**src/rtl/mem_rd_arbiter.sv**
```systemverilog
// Shares the main-memory read port between icache and dcache, locking the grant for a whole line burst.
// Optional feature: define ARB_ROUND_ROBIN_EN for round-robin tie breaking (default: dcache wins ties).
module mem_rd_arbiter #(
  parameter int ADDR_WIDTH = 16,
  parameter int DATA_WIDTH = 32,
  parameter int LINE_WIDTH = 4
) (
  input  logic                  clk,
  input  logic                  rstn,
  input  logic                  ic_rd_en,
  input  logic [ADDR_WIDTH-1:0] ic_rd_addr,
  output logic [DATA_WIDTH-1:0] ic_rd_data,
  output logic                  ic_rd_valid,
  input  logic                  dc_rd_en,
  input  logic [ADDR_WIDTH-1:0] dc_rd_addr,
  output logic [DATA_WIDTH-1:0] dc_rd_data,
  output logic                  dc_rd_valid,
  output logic                  mem_rd_en,
  output logic [ADDR_WIDTH-1:0] mem_rd_addr,
  input  logic [DATA_WIDTH-1:0] mem_rd_data,
  input  logic                  mem_rd_valid,
  output logic                  ic_gnt,
  output logic                  dc_gnt,
  output logic                  drop_err
);

  localparam int CNT_W = (LINE_WIDTH > 1) ? $clog2(LINE_WIDTH) : 1;
  localparam logic [CNT_W-1:0] LAST_BEAT = CNT_W'(LINE_WIDTH - 1);

  typedef enum logic [1:0] {IDLE, GNT_IC, GNT_DC} state_t;
  typedef enum logic {OWN_IC, OWN_DC} owner_t;

  state_t           state, state_nxt;
  owner_t           last, last_nxt;
  logic [CNT_W-1:0] cnt, cnt_nxt;
  logic             tie_to_ic;

`ifdef ARB_ROUND_ROBIN_EN
  assign tie_to_ic = (last == OWN_DC);
`else
  assign tie_to_ic = 1'b0;
`endif

  always_ff @(posedge clk or negedge rstn) begin
    if (!rstn) begin
      state    <= IDLE;
      cnt      <= '0;
      last     <= OWN_DC;
      drop_err <= 1'b0;
    end else begin
      state <= state_nxt;
      cnt   <= cnt_nxt;
      last  <= last_nxt;
      if (state == IDLE && mem_rd_valid)
        drop_err <= 1'b1;
    end
  end

  // A burst ends on its final beat or when the owner withdraws its enable.
  always_comb begin
    state_nxt = state;
    cnt_nxt   = cnt;
    last_nxt  = last;
    case (state)
      IDLE: begin
        cnt_nxt = '0;
        if (ic_rd_en && dc_rd_en)
          state_nxt = tie_to_ic ? GNT_IC : GNT_DC;
        else if (ic_rd_en)
          state_nxt = GNT_IC;
        else if (dc_rd_en)
          state_nxt = GNT_DC;
      end
      GNT_IC: begin
        if (mem_rd_valid)
          cnt_nxt = cnt + 1'b1;
        if ((mem_rd_valid && cnt == LAST_BEAT) || !ic_rd_en) begin
          state_nxt = IDLE;
          last_nxt  = OWN_IC;
        end
      end
      GNT_DC: begin
        if (mem_rd_valid)
          cnt_nxt = cnt + 1'b1;
        if ((mem_rd_valid && cnt == LAST_BEAT) || !dc_rd_en) begin
          state_nxt = IDLE;
          last_nxt  = OWN_DC;
        end
      end
      default: state_nxt = IDLE;
    endcase
  end

  always_comb begin
    mem_rd_en   = 1'b0;
    mem_rd_addr = '0;
    ic_rd_valid = 1'b0;
    dc_rd_valid = 1'b0;
    case (state)
      GNT_IC: begin
        mem_rd_en   = ic_rd_en;
        mem_rd_addr = ic_rd_addr;
        ic_rd_valid = mem_rd_valid;
      end
      GNT_DC: begin
        mem_rd_en   = dc_rd_en;
        mem_rd_addr = dc_rd_addr;
        dc_rd_valid = mem_rd_valid;
      end
      default: ;
    endcase
  end

  assign ic_rd_data = mem_rd_data;
  assign dc_rd_data = mem_rd_data;
  assign ic_gnt     = (state == GNT_IC);
  assign dc_gnt     = (state == GNT_DC);

endmodule
```
**config.mk**
```make
export PLATFORM = sky130hd
export DESIGN_NAME = mem_rd_arbiter
export DESIGN_NICKNAME = d
export VERILOG_FILES = /design/src/rtl/mem_rd_arbiter.sv
export SDC_FILE = /design/constraint.sdc
export NUM_CORES = 1
export LEC_CHECK = 0
export ABC_AREA = 1
export CORE_MARGIN = 5
export CORE_UTILIZATION = 26
export CTS_BUF_LIST = sky130_fd_sc_hd__clkbuf_16
export DETAILED_ROUTE_END_ITERATION = 10
export PLACE_DENSITY = 0.84
export REMOVE_ABC_BUFFERS = 1
export SYNTH_ARGS = -nofsm -noshare
export SYNTH_HDL_FRONTEND = slang
export SYNTH_SLANG_ARGS = --single-unit
```
**constraint.sdc**
```tcl
create_clock -name clk -period 2.37 [get_ports clk]
set_input_delay 0.474 -clock clk [delete_from_list [all_inputs] [get_ports clk]]
set_output_delay 0.474 -clock clk [all_outputs]
set_load 0.005 [all_outputs]
```
After elaboration in Yosys (flattened, before gate mapping)

Index checks and enable logic that the tools add are counted.

Add/sub/neg operators: 1
Equality and inequality tests: 7
Multiplexer cells: 12
Reduce and logical (&&, ||, !) cells: 12

Operator list:

| operator                                              | count |
|---|---|
| one-hot mux 16 bit (2 select lines)                   | 1 |
| two-way mux 2 bit                                     | 6 |
| inequality test 2 x 1 -> 1 bit, second input constant | 3 |
| one-hot mux 2 bit (3 select lines)                    | 1 |
| equality test 2 bit, second input constant            | 2 |
| inequality test 4 x 3 -> 1 bit, second input constant | 1 |
| one-hot mux 2 bit (2 select lines)                    | 1 |
| logical AND 1 bit                                     | 3 |
| AND reduction 3 bit                                   | 1 |
| adder 2 x 1 -> 2 bit, second input constant           | 1 |
| equality test 2 x 1 -> 1 bit, second input constant   | 1 |
| zero test 1 bit                                       | 2 |
| zero test 2 bit                                       | 1 |
| logical OR 1 bit                                      | 2 |
| two-way mux 1 bit                                     | 2 |
| one-hot mux 1 bit (2 select lines)                    | 1 |
| AND reduction 2 bit                                   | 1 |
| nonzero test 2 bit                                    | 1 |
| OR reduction 2 bit                                    | 1 |

Register bits: 5
Input bits: 69
Output and inout port bits: 86
Logic and storage cells: 35

Longest topological paths before layout

Word-level depth: 5
Gate-level depth with buffers: 9
Mapped depth without buffers: 8

Worst setup path after synthesis

OpenSTA, ideal clock, no wires.

Kind: register to output
Start: register state[0]
End: output mem_rd_addr[10]
Arrival time: 1.095 ns
Required time: 1.896 ns
Setup slack: 0.801 ns
Stages on the path, launching flop included: 7
Path buffers: 2
Cell sequence: dfrtp_1 > inv_1 > ha_1 > buf_6 > clkbuf_8 > nand2_1 > a21oi_1

Cells in the longest elaborated chain, start to end: 2
Elaborated cells between the ends (all ways): 3
Classes of those cells: eq/ne (2); mux (1)

Ends and longest elaborated chain:

| what                                | line | RTL |
|---|---|---|
| from (decl)                         | 33   | `state_t state, state_nxt;` |
| from (signal assigned)              | 51   | `state <= state_nxt;` |
| equality test 2 bit                 | --   |  |
| net dc_gnt                          | 23   | `output logic dc_gnt,` |
| one-hot mux 16 bit (2 select lines) | 99   | `case (state)` |
| to (decl)                           | 19   | `output logic [ADDR_WIDTH-1:0] mem_rd_addr,` |

The timed path passes the listed nets, and every way through them passes these cells.

Final worst setup path

Start: register state[1]
End: output mem_rd_addr[7]

Cells in the longest elaborated chain, start to end: 2
Elaborated cells between the ends (all ways): 3
Classes of those cells: eq/ne (2); mux (1)

Ends and longest elaborated chain:

| what                                                                | line |
|---|---|
| equality test 2 bit or equality test 2 x 1 -> 1 bit (tied branches) | -- |
| one-hot mux 16 bit (2 select lines) (*)                             | 99 |

Every way passes the cells marked *; elsewhere a longest branch is shown, timed or not.

==> results.toml <==
[yosys]
synthCells = 159
syn_area_per_cell_um2 = 6.67
ys_ff_latch = 5
yosysSeqAreaShare_pct = 11.8
synth_cell_types = 16
syn_area_um2 = 1060
yosysWarningCount = 0

[final_layout]
area_growth_pct = 28.7
final_cell_mix = "58 x clkdlybuf4s50_1, 42 x nand2_1, 15 x a21oi_1"
drive_gt1_share_pct = 15.6
layout_commonest_cell = "clkdlybuf4s50_1"
diodes = 0
stdcell_count = 210
final_nets = 234
finalCoreUtilization_pct = 34.3
final_cell_area_um2 = 1360

[critical_path]
r2r-start = "state[0]"
start_kind = "register"
cp.arrival_ns = 1.83
worstRegToRegCells = 9
crit_fanout = 17
critPathLaunch = "state[1]"
endpoint_kind = "output pin"
ff2ff_setup_slack_ns = 1.03
worstPathRequired_ns = 1.90
timing.rr.end = "state[0]"
crit_type = "register to output pin"

[global_route]
grt_overflow = 0
grt_max_degree = 18
grtUsageTotal_pct = 17.1
grt_antenna_before_repair = 0
grt_pass1_wl_um = 6350
grt_pass1_vias = 974

[flow_run]
drv_cap = 0

[cts]
clock_latency_ns = 0.23
cts_sinks = 5
cts_tree = "built"
clkTransAtPathRegs_ns = 0.03
root_buffer = "clkbuf_16"
postCtsHoldBufs = 0
numCtsBuffers = 3
clk_path_buf_depth = 2
h-tree-depth = 1

[run_status]
run_status = "finished, final reports clean"

[floorplan]
dieHeight_um = 73.8
pin_count = 155
die-area_um2 = 5450
row_count = 23
initial_utilization_pct = 26.7
coreArea_um2 = 3970
chipWidth_um = 73.8

[sta]
totalNegativeSetupSlack_ns = 0
worstMarginPinSlew_ns = 0.226
whs_ns = 0.461
period_share_pct = 97.3
fmax_ghz = 0.434
finalWorstSetupSlack_ns = 0.0647
finalSetupViolCount = 0
finalHoldViolCount = 0
relSlewSlack_pct = 84.8
fin_skew_ns = 0.00306
slew_violations = 0
period_minus_slack_ns = 2.31

[placement]
place_inst = 202
place_congestion = 0.801
place_ws_ns = 0.157
placed_area_um2 = 1200
numPortBuffers = 58
hpwlAfterDp_um = 4310

[hold_path]
worstHoldPathCells = 1
hp-class = "register to register"
holdPathEnd = "drop_err"
hp-start = "drop_err"

[drt]
drt_iter0_drc = 26
drt_wl_total_um = 4920
routedWlPerCell_um = 23.4
drtAntennaViolNets = 0
drc = 0
drtPass1Iterations = 4
vias_per_cell = 4.52
num_vias = 949

[pwr]
total_leakage_power_nw = 0.547
peakVddDrop_uv = 526
power_per_cell_area_nw_per_um2 = 936
p_total_mw = 1.28
[kinds of logic (layout without fill, tap and decap cells)]
| group | count (synthesis) | count (layout) | share of synthesized area (%) |
|---|---|---|---|
| buffers and inverters | 78 | 79 | 53.5 |
| and+or+nand+nor | 51 | 51 | 19.5 |
| AOI/OAI and AO/OA | 21 | 21 | 10.5 |
| DFF | 5 | 5 | 11.8 |
| adders and majority gates | 4 | 4 | 4.72 |
[flip-flops by register name, summed over array words and instances, names as in the netlist]
register,count
cnt,2
state,2
drop_err,1
[how the worst max path moves through the flow]
stage                                 to  cells past startpoint  slack, ns
after floorplan                mem_rd_en                      4       0.72
after global placement    mem_rd_addr[8]                      4       0.15
after detailed placement  mem_rd_addr[8]                      4       0.16
after CTS                 mem_rd_addr[8]                      6     -0.007
after global routing      mem_rd_addr[7]                      5      -0.01
final                     mem_rd_addr[7]                      5       0.06
[cells in the mapped netlist (all sizes together)]
master   n  share of area [%]
buf     68                 49
nand2   47                 18
a21oi   18                8.9
inv      9                3.2
dfrtp    5                 12
ha       4                4.7
nand3    2               0.94
nor2     2               0.71
o21ai    2               0.94
a21o     1               0.71
clkbuf   1                1.3
[report_power, final]
part	total [mW]	leakage [nW]	internal (mW)	switching, mW
combinational	0.859	0.444	0.444	0.415
clock	0.276	0.0423	0.219	0.0576
sequential	0.141	0.0600	0.114	0.0267
total	1.28	0.547	0.777	0.500
[layer usage]
metal | share of wire [%] | track usage, % | vias to the layer above
li1 | - | - | 427
met3 | 27 | 21.5 | 2
met1 | 30 | 15.4 | 409
met4 | 0.18 | 1.81 | 0
met2 | 43 | 24.9 | 111
met5 | 0 | 1.01 | -
[worst max-delay path: stages, from the launching register on]
cell and delay [ns]:
dfrtp_1 0.41, inv_2 0.09, ha_4 0.30, inv_4 0.09, a21oi_1 0.17, clkdlybuf4s50_1 0.54
[area by class of cell]
type | count | area (µm²)
fill | 426 | 2610
timing repair buffer | 66 | 648
multi-input combinational | 76 | 413
sequential | 5 | 125
clock buffer | 3 | 75.1
tap | 50 | 62.6
inverter | 9 | 36.3
clock inverter | 1 | 3.75
[what timing repair did]
action,4_1_cts,5_1_grt
pin swaps,0,1
gates resized for setup,6,6
setup endpoints to repair,15,17
buffers inserted,0,4
No activity file was read; power rests on OpenSTA's default activity.
